**config.mk**
```make
export PLATFORM = sky130hd
export DESIGN_NAME = ysyx_22050612_ifu
export DESIGN_NICKNAME = d
export VERILOG_FILES = /design/src/rtl/ysyx_22050612_ifu.sv
export SDC_FILE = /design/constraint.sdc
export NUM_CORES = 1
export LEC_CHECK = 0
export BUFFER_PORTS_ARGS = -buffer_cell sky130_fd_sc_hd__clkbuf_2
export CAP_MARGIN = 5
export CORE_AREA = 2 2 127 129
export DETAILED_ROUTE_END_ITERATION = 7
export DIE_AREA = 0 0 129 131
export PLACE_DENSITY = 0.8
export SLEW_MARGIN = 10
export SYNTH_ARGS = -nofsm -noshare
export SYNTH_HDL_FRONTEND = slang
export SYNTH_SLANG_ARGS = --single-unit
```
**constraint.sdc**
```tcl
create_clock -name clk -period 8.55 [get_ports clk]
set_input_delay 1.71 -clock clk [delete_from_list [all_inputs] [get_ports clk]]
set_output_delay 1.71 -clock clk [all_outputs]
set_load 0.05 [all_outputs]
```
**src/rtl/ysyx_22050612_ifu.sv**
```systemverilog
// Instruction fetch unit: owns the PC, fetches one word per instruction and
// waits for execute to return the next PC before fetching again.
module ysyx_22050612_ifu #(
    parameter logic [63:0] RESET_PC = 64'h8000_0000
) (
    input  logic        clk,
    input  logic        rst,
    output logic        mem_req_valid,
    input  logic        mem_req_ready,
    output logic [63:0] mem_req_addr,
    input  logic        mem_resp_valid,
    input  logic [31:0] mem_resp_data,
    output logic        inst_valid,
    input  logic        inst_ready,
    output logic [31:0] inst,
    output logic [63:0] pc,
    input  logic        dnpc_valid,
    input  logic [63:0] dnpc,
    output logic        fault,
    output logic [63:0] instret
);

    // state | meaning
    // S_REQ   | fetch request presented to memory
    // S_WAIT  | request accepted, waiting for the instruction word
    // S_ISSUE | instruction offered to decode
    // S_EXEC  | waiting for execute to retire and return dnpc
    // S_HALT  | misaligned dnpc seen; idle until reset
    typedef enum logic [2:0] {
        S_REQ   = 3'd0,
        S_WAIT  = 3'd1,
        S_ISSUE = 3'd2,
        S_EXEC  = 3'd3,
        S_HALT  = 3'd4
    } state_t;

    localparam logic [31:0] NOP = 32'h0000_0013;

    state_t      state_q, state_d;
    logic [63:0] pc_q, pc_d;
    logic [31:0] inst_q, inst_d;
    logic        fault_q, fault_d;
    logic [63:0] instret_q, instret_d;

    always_ff @(posedge clk or posedge rst) begin
        if (rst) begin
            state_q   <= S_REQ;
            pc_q      <= RESET_PC;
            inst_q    <= NOP;
            fault_q   <= 1'b0;
            instret_q <= 64'd0;
        end else begin
            state_q   <= state_d;
            pc_q      <= pc_d;
            inst_q    <= inst_d;
            fault_q   <= fault_d;
            instret_q <= instret_d;
        end
    end

    always_comb begin
        state_d   = state_q;
        pc_d      = pc_q;
        inst_d    = inst_q;
        fault_d   = fault_q;
        instret_d = instret_q;
        case (state_q)
            S_REQ: begin
                if (mem_req_ready) state_d = S_WAIT;
            end
            S_WAIT: begin
                if (mem_resp_valid) begin
                    inst_d  = mem_resp_data;
                    state_d = S_ISSUE;
                end
            end
            S_ISSUE: begin
                if (inst_ready) state_d = S_EXEC;
            end
            S_EXEC: begin
                if (dnpc_valid) begin
                    instret_d = instret_q + 64'd1;
                    if (dnpc[1:0] == 2'b00) begin
                        pc_d    = dnpc;
                        state_d = S_REQ;
                    end else begin
                        // the offending dnpc is discarded so pc still names the faulting instruction
                        fault_d = 1'b1;
                        state_d = S_HALT;
                    end
                end
            end
            S_HALT: state_d = S_HALT;
            default: state_d = S_REQ;
        endcase
    end

    assign mem_req_valid = (state_q == S_REQ);
    assign inst_valid    = (state_q == S_ISSUE);
    assign mem_req_addr  = pc_q;
    assign pc            = pc_q;
    assign inst          = inst_q;
    assign fault         = fault_q;
    assign instret       = instret_q;

endmodule

```
Word level (Yosys, flattened, before mapping) --
Cells that the tools add are included.
Storage, ports and cells: bits in registers 164, bits of input ports 102, output and inout bits 227, logic and storage cells 28
Cells by class: add/subtract/negate cells 1, equality and inequality tests 8, mux-type cells 6, bitwise gates (word level) 1, reduce and logical (&&, ||, !) cells 7
Operators with widths (count):
- adder 64 x 1 -> 64 bit (second input constant) | 1
- 2-to-1 mux 3 bit | 5
- one-hot mux 3 bit (5 select lines) | 1
- == test 3 x 2 -> 1 bit (second input constant) | 2
- AND reduction 3 bit | 2
- inequality test 2 x 1 -> 1 bit (second input constant) | 2
- inequality test 2 bit (second input constant) | 2
- AND reduction 2 bit | 2
- AND reduction 4 bit | 1
- == test 3 x 1 -> 1 bit (second input constant) | 1
- == test 3 bit (second input constant) | 1
- logical NOT 3 bit | 1
- logical NOT 2 bit | 1
- inverter 1 bit | 1

Depth between registers and ports, before layout --
Gate-level depths: netlist of run 1.
depth in word-level cells 4, mapped depth 7, mapped depth without buffers 6

Worst setup path before layout of run 1 --
Ideal clock, no wire load.
path type register to output, start point register state_q[0], end point output port inst_valid, arrival 1668 ps, path slack 5172 ps, stages on the path, launching flop included 3, path through dfrtp_1 > buf_4 > nor3b_1
On the way: cells in the longest elaborated chain, start to end 1
RTL lines:
- start, declared | line 39 | state_t state_q, state_d;
- start signal, assigned | line 53 | state_q <= state_d;
- == test 3 x 2 -> 1 bit | line 99 | assign inst_valid = (state_q == S_ISSUE);
- end, declared | line 13 | output logic inst_valid,
Every way passes these cells.

Worst setup path after layout of run 1 --
start point register state_q[1], end point output port inst_valid
The elaborated chain is that of the path after synthesis.

==> out/summary.json, run 1 <==
{
  "worst-r2r-cell-count": {"value": 6},
  "synth_seq_area_share": {"value": 0.5645},
  "cts-buffers-inserted": {"value": 17},
  "place_congestion": {"value": 0.8486},
  "grt_first_pass_wirelength": {"value": 26270, "unit": "um"},
  "synth.most_common_cell": {"value": "dfrtp_1"},
  "post_synth_inst_count": {"value": 578},
  "r2r_end": {"value": "instret[48]"},
  "initial_core_utilization": {"value": 0.4667},
  "synth.yosys.warnings": {"value": 0},
  "cts_buffer_depth": {"value": 2},
  "power.density_cell_area": {"value": 424.0, "unit": "mW/mm^2"},
  "critical_path.reg2reg.startpoint": {"value": "instret[0]"},
  "power.share.sequential": {"value": 0.298},
  "start_kind": {"value": "register"},
  "synthDominantCellAreaShare": {"value": 0.5500},
  "hold_start": {"value": "fault"},
  "power.clock.fraction": {"value": 0.203},
  "num_vias": {"value": 5317},
  "maximum_number_of_pins_on_one_net_before_global_route_repair": {"value": 96},
  "maxCapViolCount": {"value": 0},
  "cellInternalPower": {"value": 1.945, "unit": "mW"},
  "cts_root_buffer": {"value": "clkbuf_16"},
  "status": {"value": "finished clean"},
  "design_area": {"value": 0.009291, "unit": "sq mm"},
  "timing.final.crit_period": {"value": 3.188, "unit": "ns"},
  "critPathMaxFanout": {"value": 9},
  "setup_total_negative_slack": {"value": 0, "unit": "ns"},
  "switchingPower": {"value": 1.994, "unit": "mW"},
  "critical-path-top-delay-family": {"value": "flip-flops"},
  "syn_area_per_cell": {"value": 12.59, "unit": "sq um"},
  "route.detailed.vias_per_inst": {"value": 4.928},
  "drt_first_pass_iters": {"value": 4},
  "critical_path_class": {"value": "register to output pin"},
  "crit_path_cell_trace": {"value": "nor3b_1 > clkbuf_2"},
  "worst_path_largest_cell_delay": {"value": 0.53, "unit": "ns"},
  "floorplan.core_area": {"value": 0.01560, "unit": "sq mm"},
  "dominantRegCellSynth": {"value": "dfrtp_1"},
  "synth_top_cell_by_area": {"value": "dfrtp_1"},
  "drt.antenna.violating_nets": {"value": 0},
  "clkSlewWorstSetupHoldPaths": {"value": 0.06, "unit": "ns"},
  "area_delta_synth_final": {"value": 27.64, "unit": "%"},
  "ys_top_cells_by_count": {"value": "dfrtp_1, mux2_2, buf_4"},
  "cts.hold.buffers_added": {"value": 0},
  "cts_setup_buffers": {"value": 0},
  "post_detailed_placement_cell_area": {"value": 0.008676, "unit": "sq mm"},
  "slew_headroom": {"value": 0.3001},
  "timing.hold.worst_endpoint": {"value": "fault"},
  "number_of_cells_on_the_worst_hold_path": {"value": 1},
  "design.die.area": {"value": 0.01690, "unit": "sq mm"},
  "drc": {"value": 0},
  "diodes": {"value": 0},
  "post_drt_wl_per_cell": {"value": 16.38, "unit": "um"},
  "detailedPlacementHpwl": {"value": 13190, "unit": "um"},
  "async_reset_ff_frac": {"value": 1.000},
  "max_clock_freq": {"value": 0.3137, "unit": "GHz"},
  "cp-end-kind": {"value": "output pin"},
  "finalClockSkew": {"value": 0.009494, "unit": "ns"},
  "final-max-slew-violation-count": {"value": 0},
  "static-leakage-power": {"value": 4.854, "unit": "nW"},
  "timing.final.crit_share": {"value": 0.3728},
  "worst-r2r-setup-slack": {"value": 6.29, "unit": "ns"},
  "tritoncts_clock_tree": {"value": "yes"},
  "port-buffer-count": {"value": 328},
  "fin_nets": {"value": 954},
  "max-vdd-ir-drop": {"value": 0.0002884, "unit": "V"},
  "grt-ovfl-total": {"value": 0},
  "post_route_cells_drive_above_1_share": {"value": 0.5446},
  "worstMarginPinSlew": {"value": 1.042, "unit": "ns"},
  "required": {"value": 6.84, "unit": "ns"},
  "syn_area": {"value": 0.007279, "unit": "sq mm"},
  "die_height": {"value": 131, "unit": "um"},
  "cp_slowest_cell": {"value": "dfrtp_1"},
  "vias_in_the_first_global_route": {"value": 4973},
  "synth.net_count": {"value": 681},
  "die_width": {"value": 129, "unit": "um"},
  "cts.htree.levels": {"value": 4},
  "finalWirelength": {"value": 17670, "unit": "um"},
  "initial_antenna_violation_count": {"value": 0},
  "synth.distinct_cells": {"value": 35},
  "critPathArrivalTime": {"value": 1.48, "unit": "ns"},
  "synth-seq-cells": {"value": 164},
  "worstPathBufferInverterCount": {"value": 1},
  "swShare": {"value": 0.5062},
  "synth.top_cells.by_area": {"value": "dfrtp_1, mux2_2, buf_4"},
  "number_of_clock_sinks": {"value": 164},
  "hold_slack": {"value": 0.4668, "unit": "ns"},
  "fp-row-count": {"value": 46},
  "final_total_pwr": {"value": 3.939, "unit": "mW"},
  "number_of_flops_mapped_to_enable_cells_by_yosys": {"value": 0},
  "power.combinational.fraction": {"value": 0.499},
  "track_usage": {"value": 0.2016},
  "rsz_0062_raised_after_global_routing": {"value": "false"},
  "holdCritPathClass": {"value": "register to register"},
  "ctsResizeCount": {"value": 0},
  "design.portCount": {"value": 329},
  "clk_latency": {"value": 0.42, "unit": "ns"},
  "detailedRoute.firstIterationViolations": {"value": 270},
  "finalHoldViolCount": {"value": 0},
  "setup_viol_count_final": {"value": 0}
}
placed cells by master (no fill, tap or decap), types with 6 or more instances in the layout:
master     count
nand2_1       34
nor2_1        29
clkbuf_2     328
nand3_1       28
clkbuf_16     17
mux2_2        94
dfrtp_1      160
xor2_1        24
inv_1          7
nand4_1       23
nor3_1        18
nor4_1         6
xnor2_1       39
worst register-to-register path, delay by kind of cell (launching register included):
family                   cells  cell delay [ns]
XOR/XNOR                     1             0.17
adder cells (fa/ha/maj)      1             0.23
AND/OR/NAND/NOR              4             1.36
flip-flops                   1             0.43
through the flow:
step / cells / util / worst slack [ns]
after floorplan: 578 / - / 2.413
after global routing: 1079 / 0.5957 / 5.226
after CTS: 1079 / 0.5957 / 5.328
after global placement: 1048 / 0.5562 / 5.125
final: 1079 / 0.5957 / 5.362
after detailed placement: 1048 / 0.5562 / 5.001
power groups by stage:
stage	sequential [mW]	clock [mW]	combinational [mW]
floorplan	1.92	0	0.966
global placement	1.17	0	1.96
detailed placement	1.19	0	1.98
CTS	1.18	0.817	1.98
global route	1.21	0.852	2.04
finish	1.18	0.799	1.96
final cells by class:
class	count	area [sq um]
clock buffer	22	464.2
clock inverter	9	151.4
inverter	8	35.03
tap	216	270.3
sequential	164	4109
multi-input combinational	329	2597
fill	1285	6306
timing repair buffer	331	1664
registers in the layout, summed over array words and instances (netlist names):
signal	flops
fault	1
inst	32
instret	64
mem_req_addr	64
state_q	3
kinds of logic (layout without fill, tap and decap cells):
logic type,after synthesis,after routing,share of synthesized area
AO/OA/AOI/OAI,3,3,0.002407
XOR/XNOR,63,63,0.07580
adder cells (fa/ha/maj),1,1,0.001719
buffers and inverters,85,370,0.07941
flip-flops,164,164,0.5645
multiplexers,96,96,0.1482
AND/OR/NAND/NOR,166,166,0.1281
how the worst max path moves through the flow:
stage	startpoint	to	slack (ns)	cells past startpoint
after global routing	state_q[1]	inst_valid	5.23	2
after global placement	dnpc_valid	instret[57]	5.12	6
after detailed placement	dnpc_valid	instret[63]	5.00	6
after CTS	state_q[1]	inst_valid	5.33	2
final	state_q[1]	inst_valid	5.36	2
after floorplan	rst	fault	2.41	1
metal layers:
layer	wire length (um)	vias up	GRT usage
li1	-	2478	-
met1	6950	2579	0.2390
met2	8991	220	0.3402
met3	1215	40	0.05456
met4	516	0	0.1017
met5	0	-	0
No activity file was read; power rests on OpenSTA's default activity.
==> run 2: changes to the inputs <==
Settings changed: CORE_AREA 2 2 127 129 to unset, CORE_UTILIZATION set to 43, DIE_AREA 0 0 129 131 to unset, PLACE_DENSITY 0.8 to 0.77.
Clock period 8.55 ns to 2.65 ns, I/O delays scaled along.
==> out/summary.json, run 2 (synthesis results as in run 1) <==
{
  "initial_core_utilization": {"value": 0.4390, "change": "-0.02775"},
  "post_route_cells_drive_above_1_share": {"value": 0.5517, "change": "+0.007112"},
  "area_delta_synth_final": {"value": 28.93, "unit": "%"},
  "ctsResizeCount": {"value": 0, "change": "unchanged"},
  "cts.htree.levels": {"value": 4, "change": "unchanged"},
  "grt-ovfl-total": {"value": 0, "change": "unchanged"},
  "setup_viol_count_final": {"value": 0, "change": "unchanged"},
  "slew_headroom": {"value": 0.5238, "change": "+0.2237"},
  "finalWirelength": {"value": 17270, "unit": "um", "change": "-2.3%"},
  "layout_common_cells": {"value": "clkbuf_2, dfrtp_1, mux2_2, xnor2_1, nand2_1"},
  "critical_path_class": {"value": "register to register"},
  "diodes": {"value": 0, "change": "unchanged"},
  "start_kind": {"value": "register"},
  "cts.hold.buffers_added": {"value": 0, "change": "unchanged"},
  "detailedPlacementHpwl": {"value": 13090, "unit": "um", "change": "-0.73%"},
  "grt_first_pass_wirelength": {"value": 27390, "unit": "um", "change": "+4.3%"},
  "timing.final.crit_period": {"value": 2.120, "unit": "ns"},
  "route.detailed.vias_per_inst": {"value": 4.868, "change": "-1.2%"},
  "critPathArrivalTime": {"value": 2.48, "unit": "ns", "change": "+1.00 ns"},
  "cts-buffers-inserted": {"value": 17, "change": "unchanged"},
  "number_of_clock_sinks": {"value": 164, "change": "unchanged"},
  "holdCritPathClass": {"value": "input port to async pin"},
  "die_height": {"value": 132.1, "unit": "um", "change": "+0.85%"},
  "final_total_pwr": {"value": 12.78, "unit": "mW", "change": "+220%"},
  "num_vias": {"value": 5306, "change": "-0.21%"},
  "dp_slack": {"value": 0.4152, "unit": "ns", "change": "-4.586 ns"},
  "drc": {"value": 0, "change": "unchanged"},
  "design.die.area": {"value": 0.01745, "unit": "sq mm", "change": "+3.3%"},
  "cp-end-kind": {"value": "register"},
  "critical-path-top-delay-family": {"value": "simple AND/OR/NAND/NOR gates"},
  "detailedRoute.firstIterationViolations": {"value": 216, "change": "-20%"},
  "hold_slack": {"value": 0.2661, "unit": "ns", "change": "-0.2007 ns"},
  "power.density_cell_area": {"value": 1362, "unit": "mW/mm^2", "change": "+220%"},
  "floorplan.core_area": {"value": 0.01658, "unit": "sq mm", "change": "+6.3%"},
  "cts_root_buffer": {"value": "clkbuf_16"},
  "die_width": {"value": 132.1, "unit": "um", "change": "+2.4%"},
  "place_congestion": {"value": 0.8157, "change": "-3.9%"},
  "tritoncts_clock_tree": {"value": "yes"},
  "finalClockSkew": {"value": 0.01638, "unit": "ns", "change": "+0.006888 ns"},
  "port-buffer-count": {"value": 328, "change": "unchanged"},
  "cts_setup_buffers": {"value": 0, "change": "unchanged"},
  "final-max-slew-violation-count": {"value": 0, "change": "unchanged"},
  "fin_nets": {"value": 960, "change": "+0.63%"},
  "cts_buffer_depth": {"value": 2, "change": "unchanged"},
  "maxCapViolCount": {"value": 0, "change": "unchanged"},
  "final_critical_path_setup_slack": {"value": 0.5297, "unit": "ns", "change": "-4.833 ns"},
  "clk_latency": {"value": 0.43, "unit": "ns", "change": "about the same"},
  "worstMarginPinSlew": {"value": 0.7143, "unit": "ns", "change": "-0.3275 ns"},
  "maximum_number_of_pins_on_one_net_before_global_route_repair": {"value": 108, "change": "+13%"},
  "numPlacedInstances": {"value": 1058, "change": "+0.95%"},
  "critPathMaxFanout": {"value": 9, "change": "unchanged"},
  "track_usage": {"value": 0.2011, "change": "-0.0004907"},
  "drt.antenna.violating_nets": {"value": 0, "change": "unchanged"},
  "worst_path_largest_cell_delay": {"value": 0.53, "unit": "ns", "change": "about the same"},
  "crit_path_cell_trace": {"value": "nand4b_4 > nor4_4 > nand4_1 > nor4_1 > xor2_1"},
  "static-leakage-power": {"value": 4.897, "unit": "nW", "change": "+0.88%"},
  "cp_slowest_cell": {"value": "dfrtp_1"},
  "required": {"value": 3.01, "unit": "ns", "change": "-3.83 ns"},
  "initial_antenna_violation_count": {"value": 0, "change": "unchanged"},
  "met3_length": {"value": 855, "unit": "um", "change": "-30%"},
  "status": {"value": "finished clean"},
  "setup_total_negative_slack": {"value": 0, "unit": "ns", "change": "unchanged"},
  "drt_first_pass_iters": {"value": 4, "change": "unchanged"},
  "clkSlewWorstSetupHoldPaths": {"value": 0.07, "unit": "ns", "change": "about the same"},
  "finalHoldViolCount": {"value": 0, "change": "unchanged"},
  "design.portCount": {"value": 329, "change": "unchanged"},
  "max_clock_freq": {"value": 0.4716, "unit": "GHz"},
  "leading_cell_type_in_the_layout_fill_and_taps_excluded": {"value": "clkbuf_2"},
  "final_cell_count_no_fill": {"value": 1090, "change": "+1.0%"},
  "met2RoutedLength": {"value": 8565, "unit": "um", "change": "-4.7%"},
  "rsz_0062_raised_after_global_routing": {"value": "false"},
  "post_drt_wl_per_cell": {"value": 15.84, "unit": "um", "change": "-3.3%"},
  "routed.top_layer": {"value": "met4"},
  "wl_met1": {"value": 7539, "unit": "um", "change": "+8.5%"},
  "max-vdd-ir-drop": {"value": 0.001050, "unit": "V", "change": "+260%"},
  "vias_in_the_first_global_route": {"value": 5118, "change": "+2.9%"},
  "worstPathBufferInverterCount": {"value": 0, "change": "-1"},
  "timing.final.crit_share": {"value": 0.8001},
  "fp-row-count": {"value": 47, "change": "+2.2%"}
}
[run 2: changes by cell type in the layout (fill, tap and decap cells not counted)]
cell	delta
clkbuf_8	+1
buf_4	+4
buf_12	+2
inv_6	+1
clkinvlp_4	+2
inv_8	+1
clkbuf_1	-3
bufinv_16	-1
clkinv_2	-3
clkinv_4	+3
[run 2: path summary, 6_finish.rpt]
kind / cells past startpoint / to / from / slack [ns]
max: 5 / instret[48] / state_q[1] / 0.53
min: 3 / mem_req_addr[58] / rst / 0.27
max reg2reg: 5 / instret[48] / state_q[1] / 0.53
min reg2reg: 1 / instret[63] / instret[63] / 0.47
max in group asynchronous: 3 / mem_req_addr[17] / rst / 1.81
min in group clk: 2 / mem_req_addr[30] / dnpc[30] / 0.33
[run 2: final cells by class]
type | instances | area [sq um]
Inverter | 8 | 33.78
Fill cell | 1427 | 7198
Clock buffer | 20 | 466.7
Timing Repair Buffer | 337 | 1734
Multi-Input combinational cell | 329 | 2597
Tap cell | 220 | 275.3
Clock inverter | 12 | 168.9
Sequential cell | 164 | 4109
[run 2: stage by stage]
stage / utilization / cell area [sq um]
finish: 0.5659 / 9385
detailed placement: 0.5276 / 8750
floorplan: - / 7283
global route: 0.5659 / 9385
CTS: 0.5659 / 9385
global placement: 0.5276 / 8750
[run 2: metal layers]
layer  vias up  GRT usage
li1       2484          -
met2       198     0.3269
met5         -          0
met4         0    0.07817
met1      2604     0.2635
met3        20    0.04344
[run 2: power by group]
| group | switching [mW] | internal, mW |
|---|---|---|
| registers | 0.563 | 3.25 |
| logic | 4.94 | 1.41 |
| clock network | 1.04 | 1.58 |
| total | 6.54 | 6.24 |
[run 2: tightest hold or removal path, stage by stage]
cell,delay (ns)
clkbuf_2,0.10
clkinvlp_4,0.08
buf_12,0.44
==> run 3: changes to the inputs <==
Clock period 2.65 ns to 1.8 ns, I/O delays scaled along.
==> out/summary.json, run 3 (synthesis results as in run 1) <==
{
  "diodes": {"value": 0, "change": "unchanged"},
  "final_critical_path_setup_slack": {"value": -0.1042, "unit": "ns", "change": "-0.6339 ns"},
  "finalClockSkew": {"value": 0.008170, "unit": "ns", "change": "-0.008212 ns"},
  "grt_most_used_layer": {"value": "met2"},
  "grt_first_pass_wirelength": {"value": 28960, "unit": "um", "change": "+5.7%"},
  "number_of_cells_on_the_worst_hold_path": {"value": 2},
  "critPathArrivalTime": {"value": 2.23, "unit": "ns", "change": "-0.25 ns"},
  "drt.antenna.violating_nets": {"value": 0, "change": "unchanged"},
  "leading_cell_type_in_the_layout_fill_and_taps_excluded": {"value": "clkbuf_2"},
  "required": {"value": 2.13, "unit": "ns", "change": "-0.88 ns"},
  "place_congestion": {"value": 0.8842, "change": "+8.4%"},
  "maximum_number_of_pins_on_one_net_before_global_route_repair": {"value": 58, "change": "-46%"},
  "rsz_0062_raised_after_global_routing": {"value": "true"},
  "fin_nets": {"value": 1040, "change": "+8.3%"},
  "timing.final.crit_period": {"value": 1.904, "unit": "ns", "change": "-0.2161 ns"},
  "grt-ovfl-total": {"value": 0, "change": "unchanged"},
  "hold_start": {"value": "dnpc[19]"},
  "track_usage": {"value": 0.2102, "change": "+0.009106"},
  "drt_first_pass_iters": {"value": 5, "change": "+1"},
  "clkSlewWorstSetupHoldPaths": {"value": 0.07, "unit": "ns", "change": "about the same"},
  "setup_viol_count_final": {"value": 2, "change": "+2"},
  "timing.final.crit_share": {"value": 1.058, "change": "+0.2578"},
  "cts-buffers-inserted": {"value": 17, "change": "unchanged"},
  "worst-r2r-cell-count": {"value": 5, "change": "unchanged"},
  "area_delta_synth_final": {"value": 40.68, "unit": "%"},
  "number_of_clock_sinks": {"value": 164, "change": "unchanged"},
  "detailedRoute.firstIterationViolations": {"value": 317, "change": "+47%"},
  "post_detailed_placement_cell_area": {"value": 0.009270, "unit": "sq mm", "change": "+5.9%"},
  "cp-end-kind": {"value": "register"},
  "final_total_pwr": {"value": 18.76, "unit": "mW", "change": "+47%"},
  "post_route_cells_drive_above_1_share": {"value": 0.6200, "change": "+0.06828"},
  "cts_root_buffer": {"value": "clkbuf_16"},
  "worst_path_largest_cell_delay": {"value": 0.43, "unit": "ns", "change": "-0.10 ns"},
  "tritoncts_clock_tree": {"value": "yes"},
  "design.die.area": {"value": 0.01745, "unit": "sq mm", "change": "unchanged"},
  "static-leakage-power": {"value": 5.414, "unit": "nW", "change": "+11%"},
  "critical_path_class": {"value": "register to register"},
  "detailedPlacementHpwl": {"value": 13630, "unit": "um", "change": "+4.1%"},
  "slew_headroom": {"value": 0.7566, "change": "+0.2328"},
  "cts.htree.levels": {"value": 4, "change": "unchanged"},
  "r2r_end": {"value": "instret[57]"},
  "max-vdd-ir-drop": {"value": 0.001282, "unit": "V", "change": "+22%"},
  "finalHoldViolCount": {"value": 0, "change": "unchanged"},
  "fp-row-count": {"value": 47, "change": "unchanged"},
  "start_kind": {"value": "register"},
  "grt.met3_usage": {"value": 0.03576, "change": "-0.007689"},
  "drc": {"value": 0, "change": "unchanged"},
  "crit_path_cell_trace": {"value": "nand4_1 > nor3_2 > nand2_1 > nor4_2 > xor2_1"},
  "worstMarginPinSlew": {"value": 0.3637, "unit": "ns", "change": "-0.3506 ns"},
  "critPathMaxFanout": {"value": 4, "change": "-5"},
  "die_height": {"value": 132.1, "unit": "um", "change": "unchanged"},
  "postLayoutCoreUtil": {"value": 0.6175, "change": "+0.05161"},
  "initial_core_utilization": {"value": 0.4390, "change": "unchanged"},
  "worst-r2r-setup-slack": {"value": -0.10, "unit": "ns", "change": "-0.63 ns"},
  "initial_antenna_violation_count": {"value": 0, "change": "unchanged"},
  "power.density_cell_area": {"value": 1832, "unit": "mW/mm^2", "change": "+35%"},
  "violations_in_the_final_reports": {"value": "negative setup slack"},
  "port-buffer-count": {"value": 328, "change": "unchanged"},
  "dp_slack": {"value": -0.2355, "unit": "ns", "change": "-0.6507 ns"},
  "finalWirelength": {"value": 18780, "unit": "um", "change": "+8.8%"},
  "vias_in_the_first_global_route": {"value": 5605, "change": "+9.5%"},
  "max_clock_freq": {"value": 0.5251, "unit": "GHz", "change": "+11%"},
  "worstPathBufferInverterCount": {"value": 0, "change": "unchanged"},
  "final-max-slew-violation-count": {"value": 0, "change": "unchanged"},
  "cts_buffer_depth": {"value": 2, "change": "unchanged"},
  "maxCapViolCount": {"value": 0, "change": "unchanged"},
  "clk_latency": {"value": 0.41, "unit": "ns", "change": "-0.02 ns"},
  "die_width": {"value": 132.1, "unit": "um", "change": "unchanged"},
  "num_vias": {"value": 5692, "change": "+7.3%"},
  "layout_common_cells": {"value": "clkbuf_2, dfrtp_1, mux2_2, buf_4, xnor2_1"},
  "cp_slowest_cell": {"value": "dfrtp_1"},
  "design_area": {"value": 0.01024, "unit": "sq mm", "change": "+9.1%"},
  "critical_path_depth": {"value": 5, "change": "unchanged"},
  "critical-path-top-delay-family": {"value": "simple AND/OR/NAND/NOR gates"},
  "critical_path.reg2reg.startpoint": {"value": "instret[50]"},
  "timing.hold.worst_endpoint": {"value": "mem_req_addr[19]"},
  "grt_use_met1": {"value": 0.2579, "change": "-0.005587"},
  "grt.met2_usage": {"value": 0.3695, "change": "+0.04262"},
  "floorplan.core_area": {"value": 0.01658, "unit": "sq mm", "change": "unchanged"},
  "status": {"value": "complete, but fails checks"},
  "design.portCount": {"value": 329, "change": "unchanged"},
  "holdCritPathClass": {"value": "input port to register"},
  "post_drt_wl_per_cell": {"value": 16.05, "unit": "um", "change": "+1.3%"},
  "route.detailed.vias_per_inst": {"value": 4.865, "change": "about the same"}
}
==> run 3: cell types whose count changed in the layout (fill, tap and decap cells not counted), sizes merged <==
cell         previous run  this run
clkinv                  3         4
bufinv                  3         2
clkbuf                348       349
dlygate4sd3             0         1
buf                     9        88
inv                    11         9
clkinvlp                3         4
==> run 3: report_power, final <==
part           switching (mW)  leakage [nW]  total [mW]  internal (mW)
clock network            1.47         0.274        3.56           2.09
registers               0.755          2.11        5.54           4.79
logic                    7.36          3.03        9.66           2.30
total                    9.59          5.41        18.8           9.17
==> run 3: layer usage <==
metal,up-vias,wire (um)
met1,2785,7577
li1,2649,-
met3,29,935
met5,-,0
met2,229,9893
met4,0,375
==> run 3: final cells by class <==
| cell class | instances | area (sq um) |
|---|---|---|
| multi-input cells | 329 | 2808 |
| clock inverters | 11 | 127.6 |
| fillers | 1307 | 6342 |
| well taps | 220 | 275.3 |
| repair buffers | 417 | 2434 |
| flip-flops and latches | 164 | 4113 |
| clock buffers | 21 | 450.4 |
| inverters | 8 | 33.78 |
==> run 3: how the worst max path moves through the flow <==
stage / startpoint / endpoint / slack (ns)
floorplan: rst / fault / -0.64
global placement: dnpc_valid / instret[48] / -0.16
detailed placement: dnpc_valid / instret[48] / -0.24
CTS: instret[12] / instret[61] / -0.03
global route: instret[50] / instret[57] / -0.20
finish: instret[50] / instret[57] / -0.10
==> run 3: what timing repair did <==
item	in CTS	in global routing
setup buffers	4	11
pin swaps	4	17
hold buffers	1	0
endpoints found under the setup margin	22	65
gates cloned	0	1
resized for setup	11	42
endpoints found under the hold margin	1	0
==> run 3: per-stage QoR <==
| stage | instances | setup TNS (ns) | hold WS [ns] |
|---|---|---|---|
| 4_1_cts | 1158 | -0.09000 | 0.1574 |
| 6_report | 1170 | -0.1242 | 0.1748 |
| 2_1_floorplan | 578 | -113.69 | 0.5105 |
| 5_1_grt | 1170 | -1.010 | 0.1573 |
| 3_5_place_dp | 1121 | -1.818 | 0.2694 |
| 3_3_place_gp | 1121 | -0.6444 | 0.2669 |
